===== config.mk =====
export PLATFORM = sky130hd
export DESIGN_NAME = fetch_issue_unit
export DESIGN_NICKNAME = d
export VERILOG_FILES = /design/src/rtl/fetch_issue_unit.sv
export SDC_FILE = /design/constraint.sdc
export NUM_CORES = 1
export LEC_CHECK = 0
export BUFFER_PORTS_ARGS = -buffer_cell sky130_fd_sc_hd__buf_4
export CAP_MARGIN = 25
export CORE_MARGIN = 8
export CORE_UTILIZATION = 54
export DETAILED_ROUTE_END_ITERATION = 6
export GPL_ROUTABILITY_DRIVEN = 0
export PLACE_DENSITY = 0.89
export SKIP_CTS_REPAIR_TIMING = 1
export SYNTH_ARGS = -nofsm -noshare
export SYNTH_HDL_FRONTEND = slang
export SYNTH_SLANG_ARGS = --single-unit
export TNS_END_PERCENT = 5

===== constraint.sdc =====
create_clock -name clk -period 3.55 [get_ports clk]
set_input_delay 0.355 -clock clk [delete_from_list [all_inputs] [get_ports clk]]
set_output_delay 0.355 -clock clk [all_outputs]
set_load 0.005 [all_outputs]

===== src/rtl/fetch_issue_unit.sv =====
// ---------------------------------------------------------------------------
// fetch_issue_unit
//   Instruction fetch/issue sequencer for the 16-bit CISC-V core. Holds the
//   PC, fetches one 16-bit word at a time from instruction memory and
//   presents it to decode. Redirects the PC on jmp and on taken bne, the
//   latter after the datapath resolves the branch.
//
// Handshakes (strict valid/ready semantics):
//   imem_req/imem_ready : a fetch transfers in the cycle where both are high;
//                         imem_rdata is only looked at in that cycle.
//                         imem_addr is held stable while imem_req waits.
//   instr_valid/instr_ack: an instruction transfers to decode in the cycle
//                         where both are high; instr/opcode/pc_o hold until
//                         then.
//
// Ports
//   clk, rst_n      clock, synchronous active-low reset
//   imem_req/addr   fetch request and word address (= pc)
//   imem_ready      memory accepts request, imem_rdata valid
//   imem_rdata      fetched instruction word
//   instr_valid     issued instruction valid
//   instr/opcode    issued word and its opcode field [15:12]
//   pc_o            address of the issued instruction
//   instr_ack       decode consumes the issued instruction
//   br_resolve      datapath has evaluated the pending bne
//   br_taken        bne outcome, qualified by br_resolve
//   br_pending      waiting for branch resolution
//   dbg_state       current FSM state (0=REQ, 1=ISSUE, 2=WAIT_BR)
//
// All outputs decode directly from registers; no input reaches an output
// combinationally. Only one instruction is ever in flight.
// ---------------------------------------------------------------------------
module fetch_issue_unit #(
  parameter int          ADDR_W   = 16,
  parameter logic [15:0] RESET_PC = 16'h0000,
  parameter logic [3:0]  OPC_JMP  = 4'b1111,
  parameter logic [3:0]  OPC_BNE  = 4'b1110
) (
  input  logic              clk,
  input  logic              rst_n,
  output logic              imem_req,
  output logic [ADDR_W-1:0] imem_addr,
  input  logic              imem_ready,
  input  logic [15:0]       imem_rdata,
  output logic              instr_valid,
  output logic [15:0]       instr,
  output logic [3:0]        opcode,
  output logic [ADDR_W-1:0] pc_o,
  input  logic              instr_ack,
  input  logic              br_resolve,
  input  logic              br_taken,
  output logic              br_pending,
  output logic [1:0]        dbg_state
);

  typedef enum logic [1:0] {
    S_REQ     = 2'd0,
    S_ISSUE   = 2'd1,
    S_WAIT_BR = 2'd2
  } state_t;

  state_t              r_state;
  logic [ADDR_W-1:0]   r_pc;
  logic [ADDR_W-1:0]   r_pc_o;
  logic [15:0]         r_instr;

  logic [ADDR_W-1:0]   w_pc_next;
  logic [ADDR_W-1:0]   w_jmp_target;
  logic [ADDR_W-1:0]   w_br_off;

  // Fall-through address of the issued instruction; wraps modulo 2^ADDR_W.
  assign w_pc_next    = r_pc_o + ADDR_W'(1);
  // jmp keeps the 4-bit page of the fall-through address, replaces the rest.
  assign w_jmp_target = {w_pc_next[ADDR_W-1:12], r_instr[11:0]};
  // bne offset: 4-bit two's complement, sign-extended to the PC width.
  assign w_br_off     = {{(ADDR_W-4){r_instr[3]}}, r_instr[3:0]};

  always_ff @(posedge clk) begin
    if (!rst_n) begin
      r_state <= S_REQ;
      r_pc    <= ADDR_W'(RESET_PC);
      r_pc_o  <= '0;
      r_instr <= '0;
    end else begin
      unique case (r_state)
        S_REQ: begin
          if (imem_ready) begin
            r_instr <= imem_rdata;
            r_pc_o  <= r_pc;
            r_state <= S_ISSUE;
          end
        end
        S_ISSUE: begin
          if (instr_ack) begin
            if (r_instr[15:12] == OPC_JMP) begin
              r_pc    <= w_jmp_target;
              r_state <= S_REQ;
            end else if (r_instr[15:12] == OPC_BNE) begin
              r_state <= S_WAIT_BR;
            end else begin
              r_pc    <= w_pc_next;
              r_state <= S_REQ;
            end
          end
        end
        S_WAIT_BR: begin
          if (br_resolve) begin
            r_pc    <= br_taken ? (w_pc_next + w_br_off) : w_pc_next;
            r_state <= S_REQ;
          end
        end
        default: r_state <= S_REQ;
      endcase
    end
  end

  assign imem_req    = (r_state == S_REQ);
  assign imem_addr   = r_pc;
  assign instr_valid = (r_state == S_ISSUE);
  assign instr       = r_instr;
  assign opcode      = r_instr[15:12];
  assign pc_o        = r_pc_o;
  assign br_pending  = (r_state == S_WAIT_BR);
  assign dbg_state   = r_state;

endmodule

Word level (Yosys, flattened, before mapping):

Index checks and enable logic that the tools add are counted.

* flip-flop bits (word level): 50
* output and inout bits: 57
* word-level logic and storage cells: 31

* add/subtract/negate cells: 2
* equal/unequal tests: 8
* multiplexer cells: 12
* reductions and logical operators: 5

Operators with widths (count)
* 16-bit two-way mux: 5
* 16-bit case mux with 2 select lines: 1
* 16-bit by 1-bit adder with 16-bit output, second input constant: 1
* 16-bit adder: 1
* 2-bit two-way mux: 5
* 4-bit == test, second input constant: 2
* 2-bit case mux with 3 select lines: 1
* 2-bit by 1-bit inequality test with 1-bit output, second input constant: 2
* 4-bit AND reduction: 1
* 3-bit inequality test, second input constant: 1
* 3-bit AND reduction: 1
* 2-bit by 1-bit == test with 1-bit output, second input constant: 1
* 2-bit == test, second input constant: 1
* 2-bit logical NOT: 1
* 2-bit inequality test, second input constant: 1
* 2-bit AND reduction: 1
* 2-bit nonzero test: 1

Depth between registers and ports, before layout:

Gate-level depths: netlist of the first run.

* word-level depth: 5
* depth in mapped cells: 13
* mapped depth without buffers: 12

Least setup slack after synthesis of the first run:

Ideal clock, no wire load.

* kind: reg-to-reg
* start: reg r_pc_o[2], in the netlist pc_o[2]
* end: reg r_pc[15], in the netlist imem_addr[15]
* library setup time: 60 ps
* arrival: 2902 ps
* data required time: 3490 ps
* setup slack: 587 ps
* stages on the path, launching flop included: 12
* path buffers: 0
* clock period less this slack: 2963 ps
* cells stage by stage: dfxtp_1 and4_1 nand4_1 xnor2_1 ha_1 nand4_1 nor4b_2 a211oi_2 o41ai_2 xor2_1 a2111oi_1 a311o_1

* longest elaborated chain between the ends: 5
* elaborated cells on any way between the ends: 8
* classes of those cells: add/sub (2); mux (6)

RTL lines
* start: declaration: line 64 `logic [ADDR_W-1:0] r_pc_o;`
* start signal: assignment: line 89 `r_pc_o <= r_pc;`
* 16-bit by 1-bit adder with 16-bit output *: line 72 `assign w_pc_next = r_pc_o + ADDR_W'(1);`
* 16-bit adder or 16-bit two-way mux (tied branches): line 108, 98
* 16-bit two-way mux, on equally long branches: line 108, 95
* 16-bit two-way mux, on equally long branches: line 107, 94
* 16-bit case mux with 2 select lines *: line 85 `unique case (r_state)`
* end signal: assignment: line 81 `r_pc <= ADDR_W'(RESET_PC);`
* end signal: assignment: line 96 `r_pc <= w_jmp_target;`
* end signal: assignment: line 108 `r_pc <= br_taken ? (w_pc_next + w_br_off) : w_pc_next;`
* end: declaration: line 63 `logic [ADDR_W-1:0] r_pc;`

Every way passes the cells marked *; elsewhere a longest branch is shown, timed or not. The select of a mux whose other input is x is not followed.
A chain may end at the register's enable or synchronous reset.

Worst setup path in the final report of the first run:

* start: reg r_pc_o[3], in the netlist pc_o[3]
* end: reg r_pc[15], in the netlist imem_addr[15]

The elaborated chain is that of the path after synthesis.

==> metrics.cfg, run 1 <==
[clocking]
cts_max_level = 2
clk_pin_slew_ns = 0.10
clk_latency_ns = 0.32
clock_path_buffers = 2
cts_tree = done
root_buffer = clkbuf_8
cts_inserted_buffers = 5
clkSinkCount = 50

[sta]
layout_setup_ws_ns = 0.326
hold_viol_final = 0
period_share_pct = 90.8
slew_headroom_pct = 45.2
fin_tns_setup_ns = 0
setup_violations = 0
rsz0062_at_grt = false
worst_slew_pin_slew_ns = 0.820
maxSlewViolCount = 0
min_period_ns = 3.22
skew_ns = 0.0120
whs_ns = 0.265
max_freq_mhz = 310

[global_route]
grt.overflow.total = 0
grt_max_degree = 25
grt_util_all_layers_pct = 22.5
grt_pass1_vias = 3175
grt_pass1_wl_mm = 15.9
antenna_found_initial = 0

[power_and_ir_drop]
switchingPower_mw = 0.367
power_frac_comb_pct = 19.3
leakagePower_nw = 1.79
clkPwrFrac_pct = 29.4
p_int_mw = 0.829
power.density_mw_per_mm2 = 307
seq_power_share_pct = 51.3
ir_drop_mv = 0.267
swShare_pct = 30.7

[critical_path]
cp_max_fo = 6
slowest_stage = dfxtp_1
crit_type = reg2reg
crit-reg2reg-launch = pc_o[3]$_SDFFE_PN0P_
r2r_slack_ns = 0.33
cp_data_arrival_time_ns = 3.44
cp_cell_sequence = and4_1 > nand4_1 > xnor2_1 > ha_1 > nand4_1 > nor4b_2 > a211oi_2 > o41ai_2 > xor2_1 > a2111oi_2 > a311o_1
cp_common_cell = nand4_1
critPathMaxStageDelay_ns = 0.43
r2r_cells = 11
startpoint = pc_o[3]$_SDFFE_PN0P_
r2r_end = imem_addr[15]$_SDFFE_PN0P_
required_ns = 3.77
endpoint_kind = register
critPathLaunchType = register

[synthesis]
ys_seq_elements = 50
ys_warn_count = 0
synth_area_mm2 = 0.00317
synth_nets = 454
ys_seq_area_share_pct = 31.6
synthArstFlopShare_pct = 0
synthCells = 408
ys_types = 48
ys.flop_type = dfxtp_1
synth_edf_count = 0
syn_avg_cell_area_um2 = 7.77

[routing]
drtPass1Iterations = 5
via_per_inst = 6.06
drtIter0Drc = 295
antenna_left = 0
wl_per_cell_um = 17.6
remaining_drc_errors = 0
vias = 3335
drt-total-wl_mm = 9.68

[die]
rows = 28
die_x_um = 92.6
die_h_um = 92.6
die_area_mm2 = 0.00858
ios = 79
core_area_mm2 = 0.00578
start_util_pct = 54.8

[final_layout]
layout_common_cells = 92 x nand2_1, 84 x buf_4, 51 x a21oi_1
syn_to_final_growth_pct = 23.0
finalNetCount = 520
final_common_cell = nand2_1
layout-drive-gt1-share_pct = 21.9
diodes = 0

[worst_hold_path]
worstHoldEndpoint = instr[3]$_SDFFE_PN0P_
holdCritStartpoint = imem_rdata[3]
hp-class = in2reg
whs_path_depth = 3

[place]
io_buffer_count = 78
place_ws_ns = 0.266
dp_hpwl_mm = 7.04

[run]
drv_cap = 0

[status]
status = finished, final reports clean

worst max-delay path: cells and delay by family, from the launching register on:
| kind | cells | cell delay, ns |
|---|---|---|
| DFF | 1 | 0.43 |
| and+or+nand+nor | 4 | 0.94 |
| adders and majority gates | 1 | 0.38 |
| xor gates and xnor gates | 2 | 0.47 |
| AOI/OAI and AO/OA | 4 | 0.90 |
cells in the mapped netlist (2+ instances only):
cell type | count | area [um^2]
nor3_1 | 6 | 30.0
clkbuf_1 | 20 | 75.1
buf_4 | 4 | 30.0
nand3_1 | 14 | 70.1
inv_1 | 10 | 37.5
a21oi_1 | 51 | 255
o21ai_1 | 3 | 15.0
o221ai_1 | 5 | 43.8
mux2_2 | 2 | 22.5
ha_1 | 23 | 288
nand2_1 | 92 | 345
xnor2_1 | 13 | 114
o211ai_1 | 6 | 45.0
mux2i_1 | 7 | 70.1
and2_1 | 4 | 25.0
a211oi_2 | 2 | 25.0
a41oi_1 | 2 | 17.5
a221oi_1 | 3 | 26.3
o21ai_0 | 14 | 70.1
o211a_1 | 3 | 30.0
a211oi_1 | 2 | 15.0
and4_1 | 3 | 26.3
nand4_1 | 7 | 43.8
nor2_1 | 17 | 63.8
a21o_1 | 6 | 45.0
a31oi_1 | 4 | 25.0
dfxtp_1 | 50 | 1000
xor2_1 | 11 | 96.3
and3_1 | 5 | 31.3
kinds of logic after synthesis:
family,after synthesis,share of synthesized area [%]
muxes,9,2.92
xor gates and xnor gates,24,6.63
and+or+nand+nor,153,21.6
adders and majority gates,24,9.71
DFF,50,31.6
AOI/OAI and AO/OA,111,22.7
buffers and inverters,37,4.90
stage by stage:
step           instance area, um^2  std cells  utilization [%]  power, mW
2_1_floorplan                 3170        408                -      0.747
3_3_place_gp                  3770        540             65.3      0.839
3_5_place_dp                  3790        541             65.5      0.850
4_1_cts                       3880        549             67.1       1.19
5_1_grt                       3900        550             67.4       1.25
6_report                      3900        550             67.4       1.20
area by class of cell:
class | instances | area [um^2]
clock buffer | 6 | 72.6
clock inverter | 2 | 17.5
fill | 454 | 1880
inverter | 11 | 41.3
multi-input combinational | 321 | 2030
sequential | 50 | 1000
tap | 75 | 93.8
timing repair buffer | 85 | 646
routing by layer:
layer  part of all wire, %  global-route usage [%]
met1                    42                    28.7
met2                    48                    36.0
met3                   7.4                    4.85
met4                   2.5                    8.99
met5                     0                       0
state kept, by name, indices dropped and copies added, names as in the netlist:
name,flops
imem_addr,16
instr,16
pc_o,16
dbg_state,2
power by group through the flow:
stage / logic [mW] / registers [mW] / clock network (mW)
floorplan: 0.127 / 0.620 / 0
global placement: 0.215 / 0.624 / 0
detailed placement: 0.225 / 0.625 / 0
CTS: 0.227 / 0.612 / 0.350
global route: 0.253 / 0.618 / 0.379
finish: 0.231 / 0.614 / 0.352
worst max-delay path by stage:
| stage | slack (ns) | to | cells after the start |
|---|---|---|---|
| floorplan | 0.59 | imem_addr[15]$_SDFFE_PN0P_ | 11 |
| global placement | 0.40 | imem_addr[15]$_SDFFE_PN0P_ | 11 |
| detailed placement | 0.27 | imem_addr[15]$_SDFFE_PN0P_ | 11 |
| CTS | 0.25 | imem_addr[15]$_SDFFE_PN0P_ | 11 |
| global route | 0.02 | imem_addr[15]$_SDFFE_PN0P_ | 11 |
| finish | 0.33 | imem_addr[15]$_SDFFE_PN0P_ | 11 |
Note: power is estimated with default switching activity, not from simulation.
==> run 2, diff against run 1 <==
==> constraint.sdc (replaced) <==
create_clock -name clk -period 3.55 [get_ports clk]
set_input_delay 0.355 -clock clk [delete_from_list [all_inputs] [get_ports clk]]
set_output_delay 0.355 -clock clk [all_outputs]
set_load 0.1 [all_outputs]
==> metrics.cfg, run 2 (synthesis results as in run 1) <==
[final_layout]
post-route-cell-area_mm2 = 0.00389  ; -0.22%
final_common_cell = nand2_1
finalNonFillerCells = 548  ; -0.36%
layout_common_cells = 92 x nand2_1, 82 x buf_4, 51 x a21oi_1
syn_to_final_growth_pct = 22.7
diodes = 0  ; unchanged
layout-drive-gt1-share_pct = 22.2  ; +0.30 points
final_util_pct = 67.3  ; -0.15 points
finalNetCount = 518  ; -0.38%

[critical_path]
cp_data_arrival_time_ns = 3.56  ; +0.12 ns
crit_type = reg2reg
r2r_end = imem_addr[15]$_SDFFE_PN0P_
r2r_slack_ns = 0.25  ; -0.08 ns
endpoint_kind = register
critPathMaxStageDelay_ns = 0.43  ; about the same
cp_common_cell = nand4_1
r2r_cells = 11  ; unchanged
slowest_stage = a2111oi_1
cp_cell_sequence = and4_1 > nand4_1 > xnor2_1 > ha_1 > nand4_1 > nor4b_2 > a211oi_2 > o41ai_2 > xor2_1 > a2111oi_1 > a311o_1
cp_max_fo = 5  ; -1
critPathLaunchType = register
crit_buf_inv = 0  ; unchanged
worst-path-stages = 11  ; unchanged
required_ns = 3.81  ; +0.04 ns
crit-reg2reg-launch = pc_o[4]$_SDFFE_PN0P_
crit_family = compound AO/OA/AOI/OAI gates

[worst_hold_path]
hp-class = in2reg
holdCritStartpoint = imem_rdata[5]
whs_path_depth = 3  ; unchanged
worstHoldEndpoint = instr[5]$_SDFFE_PN0P_

[place]
place_ws_ns = 0.358  ; +0.0914 ns
dp_hpwl_mm = 7.15  ; +1.6%
io_buffer_count = 78  ; unchanged
placed_area_mm2 = 0.00380  ; +0.33%
dp.cells = 540  ; -0.18%

[power_and_ir_drop]
seq_power_share_pct = 43.7  ; -7.6 points
swShare_pct = 40.5  ; +9.8 points
power_frac_comb_pct = 31.0  ; +12 points
switchingPower_mw = 0.567  ; +55%
clkPwrFrac_pct = 25.3  ; -4.1 points
power.density_mw_per_mm2 = 360  ; +17%
ir_drop_mv = 0.275  ; +3.3%
p_int_mw = 0.834  ; +0.55%
leakagePower_nw = 1.79  ; about the same

[run]
drv_cap = 0  ; unchanged

[sta]
max_freq_mhz = 303  ; -2.3%
layout_setup_ws_ns = 0.251  ; -0.0752 ns
rsz0062_at_grt = false
setup_violations = 0  ; unchanged
period_share_pct = 92.9  ; +2.1 points
maxSlewViolCount = 0  ; unchanged
skew_ns = 0.00514  ; -0.00691 ns
fin_tns_setup_ns = 0  ; unchanged
min_period_ns = 3.30  ; +0.0752 ns
worst_slew_pin_slew_ns = 0.982  ; +0.162 ns
hold_viol_final = 0  ; unchanged
slew_headroom_pct = 34.5  ; -11 points

[routing]
top_layer_used = met4
drt-total-wl_mm = 9.81  ; +1.4%
drtPass1Iterations = 7  ; +2
drtIter0Drc = 340  ; +15%
remaining_drc_errors = 0  ; unchanged
wl_met3_um = 762  ; +6.7%
vias = 3337  ; +0.060%
wirelength_met1_mm = 4.14  ; +1.2%
antenna_left = 0  ; unchanged
wl_per_cell_um = 17.9  ; +1.7%
via_per_inst = 6.09  ; +0.43%
wl_met2_mm = 4.67  ; +0.97%

[clocking]
clock_path_buffers = 2  ; unchanged
root_buffer = clkbuf_8
clk_latency_ns = 0.31  ; about the same
cts_tree = done
clk_pin_slew_ns = 0.10  ; about the same
cts_max_level = 2  ; unchanged
clkSinkCount = 50  ; unchanged
cts_inserted_buffers = 5  ; unchanged

[global_route]
grt_pass1_vias = 3166  ; -0.28%
grt_max_degree = 31  ; +24%
grt_util_all_layers_pct = 22.1  ; -0.33 points
antenna_found_initial = 0  ; unchanged
grt.overflow.total = 0  ; unchanged
grt_pass1_wl_mm = 15.8  ; -0.35%

[die]
die_x_um = 92.6  ; unchanged
die_area_mm2 = 0.00858  ; unchanged
rows = 28  ; unchanged
core_area_mm2 = 0.00578  ; unchanged
die_h_um = 92.6  ; unchanged
start_util_pct = 54.8  ; unchanged
ios = 79  ; unchanged

[status]
status = finished, final reports clean

[run 2: cell count changes in the layout (fill, tap and decap cells not counted)]
cell       delta
dfxtp_1       -5
dfxtp_2       +5
buf_4         -2
a2111oi_1     +1
a2111oi_2     -1
buf_16        +1
buf_8         -1
xor2_1        +1
xor2_2        -1
[run 2: worst register-to-register path, stage by stage (launching register included)]
cell,delay [ns]
dfxtp_2,0.38
and4_1,0.27
nand4_1,0.26
xnor2_1,0.24
ha_1,0.41
nand4_1,0.18
nor4b_2,0.28
a211oi_2,0.12
o41ai_2,0.38
xor2_1,0.14
a2111oi_1,0.43
a311o_1,0.17
[run 2: worst max-delay path by stage]
stage	start	end	slack [ns]
floorplan	pc_o[7]$_SDFFE_PN0P_	imem_addr[15]$_SDFFE_PN0P_	0.01
global placement	pc_o[2]$_SDFFE_PN0P_	imem_addr[15]$_SDFFE_PN0P_	0.48
detailed placement	pc_o[3]$_SDFFE_PN0P_	imem_addr[15]$_SDFFE_PN0P_	0.36
CTS	pc_o[3]$_SDFFE_PN0P_	imem_addr[15]$_SDFFE_PN0P_	0.30
global route	pc_o[3]$_SDFFE_PN0P_	imem_addr[15]$_SDFFE_PN0P_	0.05
finish	pc_o[4]$_SDFFE_PN0P_	imem_addr[15]$_SDFFE_PN0P_	0.25
[run 2: area by class of cell]
type / instances / area, um^2
clock buffers: 6 / 72.6
clock inverters: 2 / 17.5
fillers: 468 / 1890
inverters: 11 / 41.3
multi-input cells: 321 / 2010
flip-flops and latches: 50 / 1010
well taps: 75 / 93.8
repair buffers: 83 / 643
[run 2: metrics by stage]
| stage | hold slack, ns | power (mW) |
|---|---|---|
| final | 0.282 | 1.40 |
| after floorplan | 0.491 | 0.947 |
| after global placement | 0.452 | 1.04 |
| after detailed placement | 0.454 | 1.05 |
| after CTS | 0.279 | 1.40 |
| after global routing | 0.281 | 1.44 |
[run 2: power by group through the flow]
stage / Combinational (mW) / Sequential [mW] / Clock [mW]
2_1_floorplan: 0.166 / 0.780 / 0
3_3_place_gp: 0.414 / 0.624 / 0
3_5_place_dp: 0.430 / 0.625 / 0
4_1_cts: 0.432 / 0.612 / 0.354
5_1_grt: 0.451 / 0.617 / 0.375
6_report: 0.434 / 0.613 / 0.354
[run 2: metal layers]
layer	vias to the layer above	global-route usage, %
met1	1567	27.8
met4	0	7.79
li1	1570	-
met2	170	36.8
met3	30	4.53
met5	-	0
==> run 3, diff against run 2 <==
--- a/config.mk
+++ b/config.mk
@@ -5,10 +5,11 @@
 export SDC_FILE = /design/constraint.sdc
 export NUM_CORES = 1
 export LEC_CHECK = 0
-export BUFFER_PORTS_ARGS = -buffer_cell sky130_fd_sc_hd__buf_4
+export BUFFER_PORTS_ARGS = -buffer_cell sky130_fd_sc_hd__buf_2
 export CAP_MARGIN = 25
 export CORE_MARGIN = 8
 export CORE_UTILIZATION = 54
+export CTS_CLUSTER_SIZE = 16
 export DETAILED_ROUTE_END_ITERATION = 6
 export GPL_ROUTABILITY_DRIVEN = 0
 export PLACE_DENSITY = 0.89
==> constraint.sdc (replaced) <==
create_clock -name clk -period 3.55 [get_ports clk]
set_input_delay 0.355 -clock clk [delete_from_list [all_inputs] [get_ports clk]]
set_output_delay 0.355 -clock clk [all_outputs]
set_load 0.01 [all_outputs]
==> metrics.cfg, run 3 (synthesis results as in run 1) <==
[routing]
drtPass1Iterations = 5  ; -2
drtIter0Drc = 313  ; -7.9%
via_per_inst = 6.07  ; -0.39%
vias = 3330  ; -0.21%
wl_met3_um = 767  ; +0.66%
wirelength_met1_mm = 3.92  ; -5.5%
top_layer_used = met4
wl_per_cell_um = 17.1  ; -4.4%
wl_met2_mm = 4.39  ; -5.9%
remaining_drc_errors = 0  ; unchanged
antenna_left = 0  ; unchanged
drt-total-wl_mm = 9.40  ; -4.2%

[final_layout]
regArea_mm2 = 0.00100  ; -0.74%
layout_common_cells = 92 x nand2_1, 78 x buf_2, 51 x a21oi_1
finalNetCount = 520  ; +0.39%
multi_input_area_mm2 = 0.00202  ; +0.12%
final_common_cell = nand2_1
syn_to_final_growth_pct = 16.8
diodes = 0  ; unchanged
post-route-cell-area_mm2 = 0.00370  ; -4.9%
fillers = 466  ; -0.43%
final_util_pct = 64.0  ; -3.3 points
layout-drive-gt1-share_pct = 21.5  ; -0.68 points

[sta]
worst_slew_pin_slew_ns = 0.840  ; -0.142 ns
setup_violations = 0  ; unchanged
period_share_pct = 95.2  ; +2.3 points
maxSlewViolCount = 0  ; unchanged
whs_ns = 0.274  ; -0.00731 ns
skew_ns = 0.00859  ; +0.00344 ns
min_period_ns = 3.38  ; +0.0812 ns
hold_viol_final = 0  ; unchanged
fin_tns_setup_ns = 0  ; unchanged
max_freq_mhz = 296  ; -2.4%
slew_headroom_pct = 43.9  ; +9.3 points

[die]
rows = 28  ; unchanged
core_area_mm2 = 0.00578  ; unchanged
die_h_um = 92.6  ; unchanged
die_area_mm2 = 0.00858  ; unchanged
die_x_um = 92.6  ; unchanged
start_util_pct = 54.8  ; unchanged
ios = 79  ; unchanged

[clocking]
cts_tree = done
clkSinkCount = 50  ; unchanged
clock_path_buffers = 2  ; unchanged
clk_latency_ns = 0.31  ; about the same
clk_pin_slew_ns = 0.10  ; about the same
cts_inserted_buffers = 5  ; unchanged
cts_max_level = 2  ; unchanged
root_buffer = clkbuf_8

[critical_path]
critPathLaunchType = register
r2r_end = imem_addr[15]$_SDFFE_PN0P_
crit_type = reg2reg
endpoint = imem_addr[15]$_SDFFE_PN0P_
r2r_cells = 12  ; +1
r2r_slack_ns = 0.17  ; -0.08 ns
cp_data_arrival_time_ns = 3.64  ; +0.08 ns
cp_max_fo = 7  ; +2
required_ns = 3.81  ; about the same
crit-reg2reg-launch = pc_o[2]$_SDFFE_PN0P_
endpoint_kind = register
startpoint = pc_o[2]$_SDFFE_PN0P_

[global_route]
grt_max_degree = 29  ; -6.5%
grt_pass1_vias = 3277  ; +3.5%
grt_pass1_wl_mm = 15.5  ; -1.8%
antenna_found_initial = 0  ; unchanged
grt.overflow.total = 0  ; unchanged
grt_util_all_layers_pct = 21.7  ; -0.44 points

[power_and_ir_drop]
swShare_pct = 31.2  ; -9.3 points
power_frac_comb_pct = 19.0  ; -12 points
total_power_mw = 1.18  ; -16%
p_int_mw = 0.809  ; -3.0%
clkPwrFrac_pct = 29.0  ; +3.7 points
switchingPower_mw = 0.367  ; -35%
ir_drop_mv = 0.272  ; -1.1%
leakagePower_nw = 1.78  ; -0.96%
power.density_mw_per_mm2 = 318  ; -12%
seq_power_share_pct = 52.0  ; +8.3 points

[place]
placed_area_mm2 = 0.00360  ; -5.1%
dp_hpwl_mm = 6.81  ; -4.7%
io_buffer_count = 78  ; unchanged

[status]
status = finished, final reports clean

[worst_hold_path]
hp-class = in2reg

[run]
drv_cap = 0  ; unchanged

==> run 3: cell types whose count changed in the layout (fill, tap and decap cells not counted), moves of 6 or more <==
cell     delta
dfxtp_2     -6
buf_2      +78
buf_4      -76
dfxtp_1     +6
==> run 3: how the worst min path moves through the flow <==
stage | start | to | slack (ns) | cells past startpoint
finish | imem_rdata[4] | instr[4]$_SDFFE_PN0P_ | 0.27 | 3
CTS | imem_rdata[9] | instr[9]$_SDFFE_PN0P_ | 0.27 | 3
global placement | imem_addr[12]$_SDFFE_PN0P_ | pc_o[12]$_SDFFE_PN0P_ | 0.45 | 2
detailed placement | imem_addr[3]$_SDFFE_PN0P_ | pc_o[3]$_SDFFE_PN0P_ | 0.46 | 2
global route | imem_rdata[11] | instr[11]$_SDFFE_PN0P_ | 0.27 | 3
floorplan | imem_addr[15]$_SDFFE_PN0P_ | pc_o[15]$_SDFFE_PN0P_ | 0.48 | 2
==> run 3: metal layers <==
metal | GRT usage, % | up-vias
met3 | 3.96 | 29
li1 | - | 1579
met1 | 26.8 | 1519
met5 | 0 | -
met2 | 36.1 | 203
met4 | 9.40 | 0
==> run 3: per-stage QoR <==
stage	std cells	setup WS (ns)
2_1_floorplan	408	0.538
3_3_place_gp	540	0.393
3_5_place_dp	541	0.245
4_1_cts	548	0.208
5_1_grt	549	-0.0105
6_report	549	0.170
==> run 3: worst max-delay path, cell delays in order, from the launching register on <==
cell	delay (ns)
dfxtp_1	0.44
and4_1	0.28
nand4_1	0.27
buf_4	0.23
nor2_1	0.12
xor2_1	0.30
ha_1	0.33
or3_1	0.38
o221ai_1	0.09
o41ai_2	0.12
xor2_1	0.17
a2111oi_1	0.44
a311o_1	0.16
==> run 3: power by group through the flow <==
stage,sequential (mW),clock (mW),combinational [mW]
final,0.612,0.341,0.223
after global routing,0.616,0.364,0.243
after CTS,0.611,0.342,0.220
after detailed placement,0.624,0,0.217
after global placement,0.623,0,0.205
after floorplan,0.628,0,0.129
==> run 3: area by class of cell <==
cell class	count	area share (%)
flip-flops and latches	50	27.0
well taps	75	2.54
repair buffers	85	12.5
clock buffers	5	1.86
clock inverters	2	0.473
multi-input cells	321	54.5
inverters	11	1.12
